`src/rtl/mc_ctrl_pkg.sv`:
```
// Shared types and encodings for the multi-cycle control unit: FSM states,
// RV32I opcodes, ALU operation codes and the ALU operand select encodings.
package mc_ctrl_pkg;

    typedef enum logic [3:0] {
        ST_RST,
        ST_FETCH,
        ST_DECODE,
        ST_EXEC_R,
        ST_EXEC_I,
        ST_MEM_ADDR,
        ST_MEM_READ,
        ST_MEM_WRITE,
        ST_WB_ALU,
        ST_WB_MEM,
        ST_BRANCH,
        ST_ILLEGAL
    } state_t;

    // Which rule the ALU decoder applies to funct3/funct7_b5
    typedef enum logic [1:0] {
        ALU_CLASS_ADD,
        ALU_CLASS_SUB,
        ALU_CLASS_R,
        ALU_CLASS_I
    } alu_class_t;

    localparam logic [6:0] OP_RTYPE  = 7'b0110011;
    localparam logic [6:0] OP_ITYPE  = 7'b0010011;
    localparam logic [6:0] OP_LOAD   = 7'b0000011;
    localparam logic [6:0] OP_STORE  = 7'b0100011;
    localparam logic [6:0] OP_BRANCH = 7'b1100011;

    localparam logic [3:0] ALU_AND = 4'b0000;
    localparam logic [3:0] ALU_OR  = 4'b0001;
    localparam logic [3:0] ALU_ADD = 4'b0010;
    localparam logic [3:0] ALU_SUB = 4'b0110;
    localparam logic [3:0] ALU_XOR = 4'b1111;
    localparam logic [3:0] ALU_SRL = 4'b1110;

    localparam logic [1:0] SRC_A_PC     = 2'b00;
    localparam logic [1:0] SRC_A_REG    = 2'b01;
    localparam logic [1:0] SRC_A_OLD_PC = 2'b10;

    localparam logic [1:0] SRC_B_REG  = 2'b00;
    localparam logic [1:0] SRC_B_FOUR = 2'b01;
    localparam logic [1:0] SRC_B_IMM  = 2'b10;

endpackage

```
`src/rtl/alu_decoder.sv`:
```
// Combinational ALU operation decoder. Forced classes (ADD/SUB) ignore the
// function fields; R and I classes decode funct3/funct7_b5 and flag any
// combination this CPU does not implement.
module alu_decoder
    import mc_ctrl_pkg::*;
(
    input  alu_class_t  alu_class,
    input  logic [2:0]  funct3,
    input  logic        funct7_b5,
    output logic [3:0]  alu_control,
    output logic        bad_funct
);

    // Map class and function fields to an ALU code; unsupported fields raise bad_funct
    always_comb begin
        alu_control = ALU_ADD;
        bad_funct   = 1'b0;
        case (alu_class)
            ALU_CLASS_ADD: alu_control = ALU_ADD;
            ALU_CLASS_SUB: alu_control = ALU_SUB;
            default: begin
                case (funct3)
                    3'b000: begin
                        if (alu_class == ALU_CLASS_R && funct7_b5) begin
                            alu_control = ALU_SUB;
                        end else begin
                            alu_control = ALU_ADD;
                        end
                    end
                    3'b111: alu_control = ALU_AND;
                    3'b110: alu_control = ALU_OR;
                    3'b100: alu_control = ALU_XOR;
                    3'b101: begin
                        if (funct7_b5) begin
                            bad_funct = 1'b1;
                        end else begin
                            alu_control = ALU_SRL;
                        end
                    end
                    default: bad_funct = 1'b1;
                endcase
            end
        endcase
    end

endmodule

```
`src/rtl/mc_control.sv`:
```
// Multi-cycle control unit for the RV32I-subset CPU. Sequences fetch, decode,
// execute, memory and write-back, and drives datapath selects and strobes.
// Optional feature macro: MC_CTRL_PERF_EN adds cycle and retire counters.
module mc_control
    import mc_ctrl_pkg::*;
(
    input  logic        clk,
    input  logic        reset,
    input  logic [6:0]  opcode,
    input  logic [2:0]  funct3,
    input  logic        funct7_b5,
    input  logic        zero,
    input  logic        mem_ready,
    output logic        pc_write,
    output logic        ir_write,
    output logic        i_or_d,
    output logic        mem_read,
    output logic        mem_write,
    output logic        reg_write,
    output logic        mem_to_reg,
    output logic        pc_source,
    output logic [1:0]  alu_src_a,
    output logic [1:0]  alu_src_b,
    output logic [3:0]  alu_control,
    output logic        illegal
`ifdef MC_CTRL_PERF_EN
    ,
    output logic [31:0] cycle_count,
    output logic [31:0] retire_count
`endif
);

    state_t     state;
    alu_class_t alu_class;
    logic [3:0] dec_alu_control;
    logic       bad_funct;
    logic       branch_ok;

    assign branch_ok = (funct3 == 3'b000) || (funct3 == 3'b001);

    // Pick the ALU decode rule for the current state
    always_comb begin
        alu_class = ALU_CLASS_ADD;
        case (state)
            ST_EXEC_R: alu_class = ALU_CLASS_R;
            ST_EXEC_I: alu_class = ALU_CLASS_I;
            ST_BRANCH: alu_class = ALU_CLASS_SUB;
            default:   alu_class = ALU_CLASS_ADD;
        endcase
    end

    alu_decoder u_alu_decoder (
        .alu_class   (alu_class),
        .funct3      (funct3),
        .funct7_b5   (funct7_b5),
        .alu_control (dec_alu_control),
        .bad_funct   (bad_funct)
    );

    // Main sequencer; ILLEGAL is terminal until reset
    always_ff @(posedge clk) begin
        if (reset) begin
            state <= ST_RST;
        end else begin
            case (state)
                ST_RST:   state <= ST_FETCH;
                ST_FETCH: if (mem_ready) state <= ST_DECODE;
                ST_DECODE: begin
                    case (opcode)
                        OP_RTYPE:          state <= ST_EXEC_R;
                        OP_ITYPE:          state <= ST_EXEC_I;
                        OP_LOAD, OP_STORE: state <= ST_MEM_ADDR;
                        OP_BRANCH:         state <= ST_BRANCH;
                        default:           state <= ST_ILLEGAL;
                    endcase
                end
                ST_EXEC_R, ST_EXEC_I: state <= bad_funct ? ST_ILLEGAL : ST_WB_ALU;
                ST_MEM_ADDR:  state <= (opcode == OP_STORE) ? ST_MEM_WRITE : ST_MEM_READ;
                ST_MEM_READ:  if (mem_ready) state <= ST_WB_MEM;
                ST_MEM_WRITE: if (mem_ready) state <= ST_FETCH;
                ST_WB_ALU, ST_WB_MEM: state <= ST_FETCH;
                ST_BRANCH:    state <= branch_ok ? ST_FETCH : ST_ILLEGAL;
                ST_ILLEGAL:   state <= ST_ILLEGAL;
                default:      state <= ST_RST;
            endcase
        end
    end

    // Decode outputs from the state; reset forces everything low immediately
    always_comb begin
        pc_write    = 1'b0;
        ir_write    = 1'b0;
        i_or_d      = 1'b0;
        mem_read    = 1'b0;
        mem_write   = 1'b0;
        reg_write   = 1'b0;
        mem_to_reg  = 1'b0;
        pc_source   = 1'b0;
        alu_src_a   = SRC_A_PC;
        alu_src_b   = SRC_B_REG;
        alu_control = ALU_AND;
        illegal     = 1'b0;
        if (!reset) begin
            case (state)
                ST_FETCH: begin
                    mem_read    = 1'b1;
                    alu_src_a   = SRC_A_PC;
                    alu_src_b   = SRC_B_FOUR;
                    alu_control = dec_alu_control;
                    ir_write    = mem_ready;
                    pc_write    = mem_ready;
                end
                ST_DECODE: begin
                    alu_src_a   = SRC_A_OLD_PC;
                    alu_src_b   = SRC_B_IMM;
                    alu_control = dec_alu_control;
                end
                ST_EXEC_R: begin
                    alu_src_a   = SRC_A_REG;
                    alu_src_b   = SRC_B_REG;
                    alu_control = dec_alu_control;
                end
                ST_EXEC_I, ST_MEM_ADDR: begin
                    alu_src_a   = SRC_A_REG;
                    alu_src_b   = SRC_B_IMM;
                    alu_control = dec_alu_control;
                end
                ST_MEM_READ: begin
                    i_or_d   = 1'b1;
                    mem_read = 1'b1;
                end
                ST_MEM_WRITE: begin
                    i_or_d    = 1'b1;
                    mem_write = 1'b1;
                end
                ST_WB_ALU: reg_write = 1'b1;
                ST_WB_MEM: begin
                    reg_write  = 1'b1;
                    mem_to_reg = 1'b1;
                end
                ST_BRANCH: begin
                    alu_src_a   = SRC_A_REG;
                    alu_src_b   = SRC_B_REG;
                    alu_control = dec_alu_control;
                    pc_source   = 1'b1;
                    if (funct3 == 3'b000) begin
                        pc_write = zero;
                    end else if (funct3 == 3'b001) begin
                        pc_write = !zero;
                    end
                end
                ST_ILLEGAL: illegal = 1'b1;
                default: ;
            endcase
        end
    end

`ifdef MC_CTRL_PERF_EN
    logic retire;

    assign retire = (state == ST_WB_ALU) || (state == ST_WB_MEM) ||
                    (state == ST_MEM_WRITE && mem_ready) ||
                    (state == ST_BRANCH && branch_ok);

    // Free-running cycle counter and count of instructions completing into FETCH
    always_ff @(posedge clk) begin
        if (reset) begin
            cycle_count  <= 32'd0;
            retire_count <= 32'd0;
        end else begin
            cycle_count <= cycle_count + 32'd1;
            if (retire) begin
                retire_count <= retire_count + 32'd1;
            end
        end
    end
`endif

endmodule

```
`config.mk`:
```
export PLATFORM = sky130hd
export DESIGN_NAME = mc_control
export DESIGN_NICKNAME = d
export VERILOG_FILES = /design/src/rtl/mc_ctrl_pkg.sv /design/src/rtl/alu_decoder.sv /design/src/rtl/mc_control.sv
export SDC_FILE = /design/constraint.sdc
export NUM_CORES = 1
export LEC_CHECK = 0
export ABC_CLOCK_PERIOD_IN_PS = 2000
export CAP_MARGIN = 20
export CORE_UTILIZATION = 42
export CTS_CLUSTER_DIAMETER = 50
export DETAILED_ROUTE_END_ITERATION = 7
export GPL_TIMING_DRIVEN = 0
export HOLD_SLACK_MARGIN = 0.02
export PLACE_DENSITY_LB_ADDON = 0.25
export SLEW_MARGIN = 20
export SYNTH_ARGS = -nofsm -noshare
export SYNTH_HDL_FRONTEND = slang
export SYNTH_SLANG_ARGS = --single-unit
```
`constraint.sdc`:
```
create_clock -name clk -period 2 [get_ports clk]
set_clock_uncertainty 0.2 [all_clocks]
set_input_delay 0.3 -clock clk [delete_from_list [all_inputs] [get_ports clk]]
set_output_delay 0.3 -clock clk [all_outputs]
set_load 0.02 [all_outputs]
```
==> out/metrics.cfg <==
[global_route]
grt_max_degree = 11
grt_overflow = 0
grt_pass1_wl_mm = 3.739
grt_use_total_pct = 25.52
first_global_vias = 859
antenna_found_initial = 0

[cts]
path_clk_slew_ps = 40
numClockSinks = 4
h-tree-depth = 1
worstSkewPairLatency_ps = 230
cts_buffers = 3
cts_tree = done
clockBufferDepth = 2
cts_root_buf = clkbuf_4

[synth]
synth_area_per_cell_um2 = 7.483
yosys.area.top_type = dfxtp_1
synth_nets = 117
synth.distinct_cells = 48
synth_top_area_share_pct = 10.49
synthArstFlopShare_pct = 0
yosysMostFrequentCell = nor2_1
synth-seq-cells = 4
ys_warn_count = 0
yosys-top-cells-count = nor2_1, a21oi_1, nand2b_1
netlist_instances = 102
ys_seq_area_share_pct = 10.49
synth_edf_count = 0
synth_area_um2 = 763.2
synthTopCellsByArea = dfxtp_1, buf_6, nand2b_1
synth-main-ff-cell = dfxtp_1

[die]
ios = 32
die_h_um = 44.63
num_rows = 15
dieArea_um2 = 1992
initial_core_util_pct = 44.69
die_w_um = 44.63
core-area_um2 = 1708

[sta]
rsz0062_at_grt = true
min_period_ps = 2030
clock.fmax_mhz = 492.7
maxSlewHeadroom_pct = 78.35
tns_ps = -57.66
hold_ws_ps = 366.6
layout_setup_ws_ps = -29.60
setup_violations = 2
hold_viol = 0
tightest_slew_ps = 324.7
fin_crit_sh_pct = 101.5
final-max-slew-violation-count = 0

[critical_path]
cp_cell_sequence = buf_8 -> a221oi_4 -> o211ai_2 -> a211oi_2 -> buf_4
max_stage_delay_ps = 360
crit_family = compound AO/OA/AOI/OAI gates
cp_data_required_time_ps = 1500
crit_path_end_kind = primary output
critPathLaunchType = register
crit_fanout = 10
slowest_stage = dfxtp_4
path_buf_inv = 2
arrival_ps = 1530
worstSetupPathType = register to primary output

[placement]
place_hpwl_mm = 1.698
gp_congestion = 0.8155
place_area_um2 = 1104
port_buffers = 30

[drt]
post-route-drc-count = 0
ant_nets = 0
dr.pass1.iters = 4
wire_per_inst_um = 14.87
vias_per_cell = 5.772
drtIter0Drc = 26
wl_mm = 2.483
dr_total_vias = 964

[status]
violations = negative setup slack
outcome = complete, but fails checks

[layout]
area_growth_pct = 58.20
nFillCells = 140
drive_gt1_share_pct = 38.73
multi_input_comb_area_um2 = 653.1
largest-register = state
largest_reg_flops = 4
fin_nets = 159
post-route-util_pct = 70.70
top_regs = state (4)
design_area_um2 = 1207
register_area_um2 = 88.84
n_antenna_cell = 0

[power]
vdd_drop_max_mv = 0.5345
p_per_area_nw_per_um2 = 977.8
leakagePower_nw = 0.5015

[hold_path]
min_path_type = primary input to register

[job]
maxCapViolations = 0

-- per-layer routing --
metal  vias to the layer above  wire [um]  track usage (%)
li1                        471          -                -
met1                       450       1016            32.13
met2                        41       1282            43.53
met3                         2        163            2.041
met4                         0         21            12.12
met5                         -          0                0
-- worst register-to-register path: stages (launching register included) --
cell and delay [ps]:
dfxtp_1 300, buf_6 140, nand2b_2 230, nor4b_2 280
a2bb2oi_1 230, o32ai_1 130
-- cells in the final DEF, fill, tap and decap left out, types with 2 or more instances in the layout --
master / count
buf_4: 12
nor2_1: 9
clkdlybuf4s50_1: 9
a21oi_1: 7
buf_2: 6
nand2_1: 6
nand2b_1: 5
nor3_1: 5
o21ai_0: 5
dlygate4sd2_1: 5
buf_8: 4
buf_6: 4
clkbuf_4: 4
nor2b_1: 3
clkbuf_2: 3
nand2b_4: 2
inv_1: 2
o21ai_1: 2
nor3b_2: 2
a21oi_2: 2
nor4_1: 2
nor3_2: 2
a211oi_1: 2
o32ai_1: 2
dfxtp_4: 2
-- layout make-up --
class,count,area share [%]
multi-input combinational,87,54.09
timing repair buffer,37,24.66
buffer,9,8.808
sequential,4,7.358
tap,25,2.591
clock buffer,3,1.865
inverter,2,0.6218
-- through the flow --
stage | setup WS [ps] | std cells | total power [mW]
2_1_floorplan | 28.94 | 102 | 0.6902
3_3_place_gp | -634.9 | 157 | 0.9076
3_5_place_dp | -705.2 | 157 | 0.9224
4_1_cts | -39.48 | 165 | 1.126
5_1_grt | -101.1 | 167 | 1.260
6_report | -29.60 | 167 | 1.181
-- where the power goes --
part	total, mW	switching (mW)	internal (mW)
Combinational	0.945	0.500	0.445
Sequential	0.138	0.0266	0.111
Clock	0.0973	0.0304	0.0669
Total	1.18	0.557	0.623
-- final timing paths --
kind / from / endpoint / slack, ps / depth (start not counted)
max: state[2] / alu_control[3] / -30 / 5
min: reset / state[3] / 370 / 3
max reg2reg: state[3] / state[0] / 360 / 5
min reg2reg: state[2] / state[3] / 470 / 3
-- repair_timing --
item                       in CTS  in global routing
hold buffers                    0                  0
pin swaps                       3                  5
hold endpoints to repair        0                  0
setup endpoints to repair      17                 15
resized for setup              69                 30
setup buffers                   5                  2
-- cells by family (layout without fill, tap and decap cells) --
kind of cell	after synthesis	count (layout)	synth area share (%)
muxes	1	1	1.312
xor gates and xnor gates	1	1	1.148
buffers and inverters	11	51	10.49
DFF	4	4	10.49
AOI/OAI and AO/OA	36	36	36.72
and+or+nand+nor	49	49	39.83
No activity file was read; power rests on OpenSTA's default activity.
